**config.mk**
```make
export PLATFORM = sky130hd
export DESIGN_NAME = pico_link_rx
export DESIGN_NICKNAME = d
export VERILOG_FILES = /design/src/rtl/pico_link_pkg.sv /design/src/rtl/pico_in_sync.sv /design/src/rtl/pico_link_rx.sv
export SDC_FILE = /design/constraint.sdc
export NUM_CORES = 1
export LEC_CHECK = 0
export ABC_AREA = 1
export BUFFER_PORTS_ARGS = -buffer_cell sky130_fd_sc_hd__buf_2
export CAP_MARGIN = 15
export CORE_UTILIZATION = 60
export DETAILED_ROUTE_END_ITERATION = 6
export PLACE_DENSITY = 0.82
export SYNTH_ARGS = -nofsm -noshare
export SYNTH_HDL_FRONTEND = slang
export SYNTH_SLANG_ARGS = --single-unit
```
**constraint.sdc**
```tcl
create_clock -name clock -period 3.7 [get_ports clock]
set_input_delay 0 -clock clock [delete_from_list [all_inputs] [get_ports clock]]
set_output_delay 0 -clock clock [all_outputs]
set_load 0.02 [all_outputs]
```
**src/rtl/pico_link_pkg.sv**
```systemverilog
// pico_link_pkg
//   Shared definitions for the Pico -> iCE40 receive link:
//   - state_t  : receive FSM states
//   - *_RST    : reset values of the three pin synchronisers (idle line levels)
package pico_link_pkg;

  typedef enum logic [1:0] {
    ST_RESYNC = 2'd0,
    ST_IDLE   = 2'd1,
    ST_ACTIVE = 2'd2
  } state_t;

  // Idle levels of the serial lines: clock low, data low, frame deselected.
  localparam logic SCLK_RST  = 1'b0;
  localparam logic SDATA_RST = 1'b0;
  localparam logic CS_N_RST  = 1'b1;

endpackage

```
**src/rtl/pico_in_sync.sv**
```systemverilog
// pico_in_sync
//   Multi-flop synchroniser for one asynchronous input pin.
//   Ports:
//     clock    in  system clock
//     resetn   in  synchronous active-low reset
//     i_async  in  asynchronous pin
//     o_sync   out synchronised pin (STAGES clocks of latency)
//   Parameters:
//     STAGES   number of flops in the chain (>= 2)
//     RST_VAL  value loaded into every flop on reset
module pico_in_sync #(
  parameter int   STAGES  = 2,
  parameter logic RST_VAL = 1'b0
) (
  input  logic clock,
  input  logic resetn,
  input  logic i_async,
  output logic o_sync
);

  logic [STAGES-1:0] r_chain;

  // NOTE: non-blocking assignments let every flop sample its neighbour's old
  // value, so the chain shifts by exactly one stage per clock.
  always_ff @(posedge clock) begin
    if (!resetn) begin
      r_chain <= {STAGES{RST_VAL}};
    end else begin
      r_chain <= {r_chain[STAGES-2:0], i_async};
    end
  end

  assign o_sync = r_chain[STAGES-1];

endmodule

```
**src/rtl/pico_link_rx.sv**
```systemverilog
// pico_link_rx
//   Receives bit-banged frames from the RP2040 (sclk / sdata / cs_n) and
//   presents each completed word on a valid/ready port.
//   Ports:
//     clock, resetn        system clock, synchronous active-low reset
//     pico_sclk/sdata/cs_n asynchronous serial lines from the Pico
//     rx_data, rx_first    received word and first-word-of-frame qualifier
//     rx_valid, rx_ready   output handshake
//     frame_active         FSM is inside a frame
//     overrun, frame_err   sticky error flags, cleared by err_clr
module pico_link_rx
  import pico_link_pkg::*;
#(
  parameter int DATA_W      = 8,
  parameter int SYNC_STAGES = 2,
  parameter bit MSB_FIRST   = 1'b1
) (
  input  logic              clock,
  input  logic              resetn,
  input  logic              pico_sclk,
  input  logic              pico_sdata,
  input  logic              pico_cs_n,
  output logic [DATA_W-1:0] rx_data,
  output logic              rx_valid,
  input  logic              rx_ready,
  output logic              rx_first,
  output logic              frame_active,
  output logic              overrun,
  output logic              frame_err,
  input  logic              err_clr
);

  localparam int CNT_W   = (DATA_W > 1) ? $clog2(DATA_W) : 1;
  localparam int FLUSH_W = $clog2(SYNC_STAGES + 1);
  localparam logic [CNT_W-1:0]   LAST_BIT  = CNT_W'(DATA_W - 1);
  localparam logic [FLUSH_W-1:0] FLUSH_CNT = FLUSH_W'(SYNC_STAGES);

  logic w_sclk, w_sdata, w_cs_n;

  pico_in_sync #(.STAGES(SYNC_STAGES), .RST_VAL(SCLK_RST)) u_sync_sclk (
    .clock(clock), .resetn(resetn), .i_async(pico_sclk), .o_sync(w_sclk)
  );
  pico_in_sync #(.STAGES(SYNC_STAGES), .RST_VAL(SDATA_RST)) u_sync_sdata (
    .clock(clock), .resetn(resetn), .i_async(pico_sdata), .o_sync(w_sdata)
  );
  pico_in_sync #(.STAGES(SYNC_STAGES), .RST_VAL(CS_N_RST)) u_sync_cs_n (
    .clock(clock), .resetn(resetn), .i_async(pico_cs_n), .o_sync(w_cs_n)
  );

  state_t              r_state;
  logic                r_sclk_prev;
  logic [FLUSH_W-1:0]  r_flush_cnt;
  logic [CNT_W-1:0]    r_bit_cnt;
  logic [DATA_W-1:0]   r_shift;
  logic                r_first_flag;
  logic [DATA_W-1:0]   r_rx_data;
  logic                r_rx_valid;
  logic                r_rx_first;
  logic                r_overrun;
  logic                r_frame_err;

  logic                w_sclk_edge;
  logic                w_sample;
  logic                w_complete;
  logic                w_handshake;
  logic                w_frame_end;
  logic                w_overrun_set;
  logic                w_frame_err_set;
  logic [DATA_W-1:0]   w_word;

  assign w_sclk_edge = w_sclk & ~r_sclk_prev;

  // A rising cs_n ends the frame even if an edge lands in the same cycle.
  assign w_sample        = (r_state == ST_ACTIVE) && !w_cs_n && w_sclk_edge;
  assign w_complete      = w_sample && (r_bit_cnt == LAST_BIT);
  assign w_handshake     = r_rx_valid && rx_ready;
  assign w_frame_end     = (r_state == ST_ACTIVE) && w_cs_n;
  assign w_overrun_set   = w_complete && r_rx_valid && !rx_ready;
  assign w_frame_err_set = w_frame_end && (r_bit_cnt != '0);

  // Shift register contents after the current sample, including the new bit.
  // NOTE: always_comb assigns w_word on every path, so no latch is inferred.
  always_comb begin
    w_word = r_shift;
    if (MSB_FIRST) begin
      w_word = {r_shift[DATA_W-2:0], w_sdata};
    end else begin
      w_word = {w_sdata, r_shift[DATA_W-1:1]};
    end
  end

  always_ff @(posedge clock) begin
    if (!resetn) begin
      r_state      <= ST_RESYNC;
      r_sclk_prev  <= SCLK_RST;
      r_flush_cnt  <= FLUSH_CNT;
      r_bit_cnt    <= '0;
      r_shift      <= '0;
      r_first_flag <= 1'b0;
      r_rx_data    <= '0;
      r_rx_valid   <= 1'b0;
      r_rx_first   <= 1'b0;
      r_overrun    <= 1'b0;
      r_frame_err  <= 1'b0;
    end else begin
      r_sclk_prev <= w_sclk;

      // The synchronisers hold their reset value for SYNC_STAGES clocks after
      // release; wait for the real pin level before trusting cs_n, otherwise
      // a frame in progress at reset would be mistaken for an idle line.
      if (r_flush_cnt != '0) begin
        r_flush_cnt <= r_flush_cnt - FLUSH_W'(1);
      end

      case (r_state)
        ST_RESYNC: begin
          if ((r_flush_cnt == '0) && w_cs_n) begin
            r_state <= ST_IDLE;
          end
        end
        ST_IDLE: begin
          if (!w_cs_n) begin
            r_state      <= ST_ACTIVE;
            r_bit_cnt    <= '0;
            r_shift      <= '0;
            r_first_flag <= 1'b1;
          end
        end
        ST_ACTIVE: begin
          if (w_cs_n) begin
            r_state <= ST_IDLE;
          end else if (w_sclk_edge) begin
            r_shift   <= w_word;
            r_bit_cnt <= w_complete ? '0 : r_bit_cnt + CNT_W'(1);
          end
        end
        default: r_state <= ST_RESYNC;
      endcase

      // Output register: a completion may reload it in the very cycle the
      // consumer takes the held word.
      if (w_complete && (!r_rx_valid || w_handshake)) begin
        r_rx_data    <= w_word;
        r_rx_first   <= r_first_flag;
        r_rx_valid   <= 1'b1;
        r_first_flag <= 1'b0;
      end else if (w_handshake) begin
        r_rx_valid <= 1'b0;
      end

      // Sticky flags: a fresh error beats a simultaneous clear.
      r_overrun   <= w_overrun_set   | (r_overrun   & ~err_clr);
      r_frame_err <= w_frame_err_set | (r_frame_err & ~err_clr);
    end
  end

  assign rx_data      = r_rx_data;
  assign rx_valid     = r_rx_valid;
  assign rx_first     = r_rx_first;
  assign frame_active = (r_state == ST_ACTIVE);
  assign overrun      = r_overrun;
  assign frame_err    = r_frame_err;

endmodule

```
==> out/metrics.yaml, run 1 <==
avgRoutedWirePerCell_um: 10.3
cts.sinks: 34
hp-class: "in2reg"
start_kind: "flip-flop"
cts_resized: 0
die_w_um: 52.1
fin_tns_setup_ns: 0
syn_to_final_growth_pct: 12.7
grt_remaining_overflow: 0
cts_tree: "done"
wirelength_um: 2760
period_share_pct: 43.6
die_area_um2: 2710
grt.total_usage_pct: 24.2
status: "complete, no violations"
p_clk_share_pct: 31.5
fin_nets: 250
io_pins: 20
firstDrtPassIters: 4
yosys_warnings: 0
rsz0062_at_grt: "false"
dp_cells: 256
hold_buffers: 4
p_int_mw: 0.508
fin_cells: 268
swShare_pct: 26.6
clk_path_buf_depth: 2
p_leak_nw: 0.912
powerDensity_nw_per_um2: 407
vias_per_cell: 4.90
avgSynthCellArea_um2: 6.94
drt_first_iter_violations: 30
grt_pass1_vias: 1147
drc: 0
synth_compound_area_share_pct: 4.65
numCtsBuffers: 5
diodes: 0
period_needed_ns: 1.61
p_seq_share_pct: 57.3
chipHeight_um: 52.1
yosys.area_share.simple_pct: 31.6
syn_inst: 217
final_area_um2: 1700
ys_ff_latch: 34
whs_path_depth: 3
synth_cell_types: 23
synth_area_um2: 1510
place_congestion: 0.814
drv_slew: 0
max_clock_freq_mhz: 619
io_buffers: 19
grt_pass1_wl_um: 4690
synthAdderAreaFrac_pct: 3.32
cts_max_level: 2
grt_antenna_before_repair: 0
ys_seq_area_share_pct: 45.2
crit_type: "reg2reg"
post-dp-hpwl_um: 2010
maxSlewHeadroom_pct: 69.7
synthTopCellsByArea: "dfxtp_1 45%, nand2_1 12%, inv_1 12%"
finalPower_mw: 0.691
crit_required_ns: 3.97
power_switching_mw: 0.184
rows: 17
worstPathArrival_ns: 1.89
synth_nets: 228
synth-xor-area-share_pct: 0
vias: 1312
ant_nets: 0
post-cts-setup-buffer-count: 0
drv_cap: 0
cp_max_fo: 12
comb_power_share_pct: 11.3
r2r_cells: 6
clock_latency_ns: 0.34
core_area_um2: 2300
drive_above_1_share_pct: 15.0
clkTransAtPathRegs_ns: 0.11
initial_core_util_pct: 65.6
vdd_drop_max_uv: 359
synth_largest_area_cell: "dfxtp_1"
placed_area_um2: 1590
grt_max_degree: 28
root_buffer: "clkbuf_4"
crit_path_end_kind: "flip-flop"
worst_pin_slew_ns: 0.455
yosysTopAreaCellShare_pct: 45.2
synth_top_family_by_area: "simple AND/OR/NAND/NOR gates"
fillers: 185
finalClockSkew_ns: 0.0127
hold_viol: 0
setup_viol: 0
synthMuxAreaShare_pct: 0
==> worst max-delay path: stages (launching register included) <==
cell	delay, ns
dfxtp_1	0.38
ha_1	0.16
ha_1	0.38
nand4_2	0.33
nand2_1	0.15
inv_1	0.06
nor2_1	0.09
==> synthesized netlist by cell type <==
master     n
nand4_2    1
or2_2      2
clkbuf_1   4
nand3_2    1
buf_1      1
nor2_4     2
a21oi_1    8
a211oi_1   1
nand3b_1   1
nor2_2     2
ha_1       4
o21ai_0    3
nor2_1    37
nand2_1   50
buf_4      1
dfxtp_1   34
nand3_1    3
inv_2      1
inv_1     49
o211ai_1   1
buf_2      1
nand4_1    9
buf_6      1
==> power groups by stage <==
| stage | combinational, mW | clock (mW) | sequential [mW] |
|---|---|---|---|
| 3_3_place_gp | 0.0672 | 0 | 0.403 |
| 2_1_floorplan | 0.0578 | 0 | 0.402 |
| 3_5_place_dp | 0.0760 | 0 | 0.404 |
| 4_1_cts | 0.0793 | 0.224 | 0.395 |
| 5_1_grt | 0.0913 | 0.237 | 0.397 |
| 6_report | 0.0780 | 0.217 | 0.396 |
==> cell usage in the layout (no fill, tap or decap), types with 2 or more instances in the layout <==
cell type and n:
a21oi_1 8, clkbuf_4 5, buf_2 19, o21ai_0 3, dfxtp_1 34, nand2_1 50, dlygate4sd3_1 4, ha_1 4
or2_2 2, nor2_4 2, nand4_1 9, nor2_2 2, nand3_1 3, inv_1 49, nor2_1 37
==> cell families after synthesis <==
family                     count (synthesis)
buffers and inverters                     58
and+or+nand+nor                          108
AOI/OAI and AO/OA                         13
adders and majority gates                  4
DFF                                       34
==> worst paths after layout <==
| check | slack, ns | startpoint | to |
|---|---|---|---|
| worst max register to register | 2.09 | r_bit_cnt[0] | rx_first |
| worst max-delay path | 2.09 | r_bit_cnt[0] | rx_first |
| worst min register to register | 0.42 | u_sync_cs_n.r_chain[0] | u_sync_cs_n.r_chain[1] |
| worst min-delay path | 0.08 | resetn | u_sync_sdata.r_chain[1] |
==> sequential cells by signal, indices dropped and copies added, names as in the netlist <==
name and flops:
rx_first 1, u_sync_cs_n.r_chain 2, rx_valid 1, u_sync_sdata.r_chain 2, rx_data 8, r_state 2, r_bit_cnt 3, r_flush_cnt 2
u_sync_sclk.r_chain 2, r_first_flag 1, frame_err 1, r_shift 7, overrun 1, r_sclk_prev 1
==> layer usage <==
metal  vias to the layer above  share of wire (%)  global-route usage, %
li1                        688                  -                      -
met1                       570                 43                   27.6
met2                        48                 48                   40.6
met3                         6                7.1                   7.89
met4                         0                1.8                   10.8
met5                         -                  0                      0
==> final cells by class <==
class / instances / area (um2) / share of cell area (%)
tap: 28 / 35.0 / 2.06
multi-input combinational: 125 / 596 / 35.1
clock inverter: 2 / 12.5 / 0.737
inverter: 50 / 188 / 11.1
clock buffer: 6 / 51.3 / 3.02
timing repair buffer: 23 / 135 / 7.96
sequential: 34 / 681 / 40.1
==> stage by stage <==
step	hold slack, ns	setup slack (ns)	util (%)
after floorplan	0.0976	2.46	-
after global placement	0.185	2.26	69.4
after detailed placement	0.190	2.13	69.4
after CTS	0.0752	2.10	73.9
after global routing	0.103	1.93	73.9
final	0.0807	2.09	73.9
Power figures use the tool's default switching activity.
==> inputs of run 2 (changes only) <==
- CORE_UTILIZATION: 60 -> 50
- PLACE_DENSITY: 0.82 -> 0.72
- clock period: 3.7 -> 1.3 ns (I/O delays scaled with it)
==> out/metrics.yaml, run 2 (same netlist as run 1, synthesis figures left out) <==
worstPathArrival_ns: 1.48
place_congestion: 0.824
placed_area_um2: 1640
vdd_drop_max_uv: 660
drive_above_1_share_pct: 21.9
powerDensity_nw_per_um2: 1060
avgRoutedWirePerCell_um: 10.2
rr_endpoint: "r_bit_cnt[0]"
period_needed_ns: 1.24
worst_pin_slew_ns: 0.266
root_buffer: "clkbuf_4"
hold_viol: 0
rrSetupSlack_ns: 0.06
grt_max_degree: 27
grt.total_usage_pct: 18.8
place_ws_ns: -0.00182
r2r-start: "u_sync_cs_n.r_chain[1]"
largest_register_ffs: 8
fin_nets: 261
vias_per_cell: 4.57
io_pins: 20
chipHeight_um: 56.9
maxSlewHeadroom_pct: 82.2
vias: 1288
initial_core_util_pct: 53.7
io_buffers: 19
crit_type: "reg2reg"
violations: "design-rule violations"
crit_path_end_kind: "flip-flop"
crit_family: "simple AND/OR/NAND/NOR gates"
crit_required_ns: 1.53
r2r_cells: 7
wirelength_um: 2870
cp_num_buf_inv: 2
whs_path_depth: 3
period_share_pct: 95.8
clkTransAtPathRegs_ns: 0.10
final_area_um2: 1860
cts_max_level: 2
status: "complete, but fails checks"
grt_antenna_before_repair: 0
hp-start: "resetn"
die_w_um: 56.9
numCtsBuffers: 5
fillers: 267
setup_ws_ns: 0.0550
finalClockSkew_ns: 0.00278
start_kind: "flip-flop"
die_area_um2: 3240
core_area_um2: 2810
drt_first_iter_violations: 36
drv_cap: 0
drc: 2
crit_path_max_incr_delay_ns: 0.35
final_common_cell: "nand2_1"
drv_slew: 0
grt_pass1_wl_um: 4590
min_to: "overrun"
layout_common_cells: "49 x nand2_1, 48 x inv_1, 37 x nor2_1, 29 x dfxtp_1, 19 x buf_2"
ant_nets: 0
grt_pass1_vias: 1116
cp_max_fo: 5
syn_to_final_growth_pct: 23.3
clock_latency_ns: 0.33
max_clock_freq_mhz: 803
cts.sinks: 34
firstDrtPassIters: 6
critical_path.cell_chain: "inv_2 > nand3_2 > nor2_4 > buf_4 > nand2_2 > a21oi_1 > nor2_1"
rows: 19
p_leak_nw: 0.986
hp-class: "in2reg"
slowest_stage: "dfxtp_2"
final_util_pct: 66.2
clk_path_buf_depth: 2
setup_viol: 0
cts_tree: "done"
rsz0062_at_grt: "true"
grt_remaining_overflow: 0
critical_path_depth: 7
post-dp-hpwl_um: 1780
diodes: 0
[run 2: cell types whose count changed in the layout (fill, tap and decap cells not counted), moves of 2 or more]
cell / change
buf_12: +2
buf_4: +6
buf_6: +2
dfxtp_1: -5
dfxtp_2: +5
[run 2: per-stage QoR]
step	setup TNS [ns]	cells	hold WS [ns]	power [mW]
floorplan	0	217	0.0976	1.31
finish	0	282	0.0301	1.96
CTS	-0.00127	277	0.00914	1.98
detailed placement	-0.00182	265	0.186	1.36
global route	-0.0456	282	0.0434	2.08
global placement	0	265	0.179	1.35
[run 2: layer usage]
metal / track usage, % / vias to the layer above / routed length (um)
met2: 31.6 / 18 / 1340
li1: - / 710 / -
met5: 0 / - / 0
met3: 6.22 / 5 / 84
met1: 21.1 / 555 / 1410
met4: 9.41 / 0 / 43
[run 2: worst max path at each step]
stage | from | end | slack (ns)
after floorplan | r_bit_cnt[0] | rx_data[2] | 0.06
after global placement | r_bit_cnt[0] | r_bit_cnt[2] | 0.02
after detailed placement | r_bit_cnt[0] | r_first_flag | -0.002
after CTS | r_state[1] | r_bit_cnt[0] | -0.001
after global routing | r_state[0] | r_bit_cnt[1] | -0.02
final | u_sync_cs_n.r_chain[1] | r_bit_cnt[0] | 0.06
[run 2: power by group]
part / internal (mW) / leakage (nW) / switching (mW)
combinational: 0.0940 / 0.673 / 0.140
sequential: 1.10 / 0.278 / 0.0263
clock: 0.262 / 0.0353 / 0.338
total: 1.46 / 0.986 / 0.504
[run 2: repair_timing]
action,in CTS,in global routing
hold buffers,4,0
hold endpoints to repair,5,0
cloned,0,1
setup endpoints to repair,3,22
resized for setup,2,12
pin swaps,0,3
setup buffers,0,4
[run 2: worst reg2reg max path: stages (launching register included)]
cell and delay, ns:
dfxtp_2 0.35, inv_2 0.06, nand3_2 0.10, nor2_4 0.24, buf_4 0.16, nand2_2 0.07
a21oi_1 0.13, nor2_1 0.05
[run 2: cell type report]
class / instances / area (um2) / area share, %
Clock buffer: 7 / 55.1 / 2.96
Clock inverter: 1 / 5.00 / 0.270
Inverter: 50 / 188 / 10.1
Multi-Input combinational cell: 126 / 641 / 34.5
Sequential cell: 34 / 687 / 37.0
Tap cell: 31 / 38.8 / 2.09
Timing Repair Buffer: 33 / 243 / 13.1
==> inputs of run 3 (changes only) <==
- CORE_UTILIZATION: 50 -> 60
- PLACE_DENSITY: 0.72 -> 0.82
- clock period: 1.3 -> 1.5 ns (I/O delays scaled with it)
==> out/metrics.yaml, run 3 (same netlist as run 1, synthesis figures left out) <==
hp-start: "resetn"
rr_endpoint: "rx_data[6]"
core_area_um2: 2300
chipHeight_um: 52.1
swShare_pct: 26.3
root_buffer: "clkbuf_4"
comb_power_share_pct: 11.6
final_common_cell: "nand2_1"
rrSetupSlack_ns: 0.16
clock_latency_ns: 0.33
power_switching_mw: 0.426
hold_viol: 0
layout_common_cells: "50 x nand2_1, 49 x inv_1, 37 x nor2_1, 34 x dfxtp_1, 19 x buf_2"
p_seq_share_pct: 60.2
maxSlewHeadroom_pct: 74.6
max_clock_freq_mhz: 745
r2r-start: "r_bit_cnt[0]"
worstPathArrival_ns: 1.61
drv_cap: 0
cts.sinks: 34
p_leak_nw: 0.941
ant_nets: 0
wirelength_um: 2770
start_kind: "flip-flop"
clkTransAtPathRegs_ns: 0.10
p_clk_share_pct: 28.2
fin_tns_setup_ns: 0
crit_type: "reg2reg"
final_area_um2: 1720
grt_antenna_before_repair: 0
die_area_um2: 2710
period_needed_ns: 1.34
placed_area_um2: 1620
fin_nets: 254
diodes: 0
rows: 17
setup_viol: 0
die_w_um: 52.1
place_congestion: 0.837
finalClockSkew_ns: 0.00964
drc: 0
drive_above_1_share_pct: 16.0
min_to: "rx_valid"
p_int_mw: 1.20
io_pins: 20
drv_slew: 0
cts_max_level: 2
cts_tree: "done"
crit_required_ns: 1.77
post-dp-hpwl_um: 1940
powerDensity_nw_per_um2: 942
finalPower_mw: 1.62
crit_path_end_kind: "flip-flop"
vias: 1311
clk_path_buf_depth: 2
grt.total_usage_pct: 24.9
avgRoutedWirePerCell_um: 10.2
firstDrtPassIters: 4
post-cts-setup-buffer-count: 0
worst_pin_slew_ns: 0.381
syn_to_final_growth_pct: 14.2
period_share_pct: 89.4
rsz0062_at_grt: "false"
grt_pass1_wl_um: 4890
whs_path_depth: 3
largest_register_ffs: 8
r2r_cells: 6
grt_max_degree: 27
grt_remaining_overflow: 0
vias_per_cell: 4.84
numCtsBuffers: 5
io_buffers: 19
status: "complete, no violations"
grt_pass1_vias: 1200
cp_max_fo: 10
vdd_drop_max_uv: 853
initial_core_util_pct: 65.6
hp-class: "in2reg"
drt_first_iter_violations: 34
run 3: cell count changes in the layout (fill, tap and decap cells not counted), moves of 2 or more:
cell and delta:
buf_6 -2, dfxtp_2 -5, buf_4 -2, dfxtp_1 +5, buf_12 -2
run 3: power groups by stage:
stage | logic [mW] | clock network, mW | registers, mW
finish | 0.188 | 0.458 | 0.975
global route | 0.216 | 0.514 | 0.983
CTS | 0.188 | 0.472 | 0.975
detailed placement | 0.179 | 0 | 0.996
global placement | 0.168 | 0 | 0.993
floorplan | 0.143 | 0 | 0.991
run 3: per-stage QoR:
stage	setup WS, ns	std cells	hold WS, ns	util (%)
final	0.158	271	0.0171	74.9
after global routing	0.0167	271	0.0252	74.9
after CTS	0.0835	271	0.00440	74.5
after detailed placement	0.126	260	0.190	70.7
after global placement	0.237	260	0.184	70.7
after floorplan	0.256	217	0.0976	-
run 3: repair_timing:
action,4_1_cts,5_1_grt
hold endpoints to repair,5,0
hold buffers,4,0
endpoints found under the setup margin,0,9
resized for setup,0,1
run 3: layout make-up:
cell class | count | area (um2)
multi-input cells | 125 | 604
well taps | 28 | 35.0
inverters | 50 | 188
clock buffers | 5 | 37.5
clock inverters | 2 | 10.0
fillers | 192 | 577
repair buffers | 27 | 165
flip-flops and latches | 34 | 681
run 3: worst max path at each step:
stage | start | to | slack [ns] | depth (start not counted)
global route | r_bit_cnt[0] | rx_data[2] | 0.02 | 6
global placement | r_bit_cnt[0] | r_first_flag | 0.24 | 5
floorplan | r_bit_cnt[0] | rx_data[2] | 0.26 | 6
detailed placement | r_bit_cnt[0] | rx_data[7] | 0.13 | 6
CTS | r_bit_cnt[0] | rx_data[6] | 0.08 | 6
finish | r_bit_cnt[0] | rx_data[6] | 0.16 | 6
run 3: critical path, stage by stage (launching register included):
cell and delay (ns):
dfxtp_1 0.38, ha_1 0.17, ha_1 0.27, nand4_4 0.21, nand2_1 0.11, inv_1 0.04, nor2_1 0.10
run 3: per-layer routing:
metal  global-route usage [%]  wire [um]
met1                     28.1       1290
met4                     12.6         61
met3                     6.43        108
met2                     42.7       1310
met5                        0          0
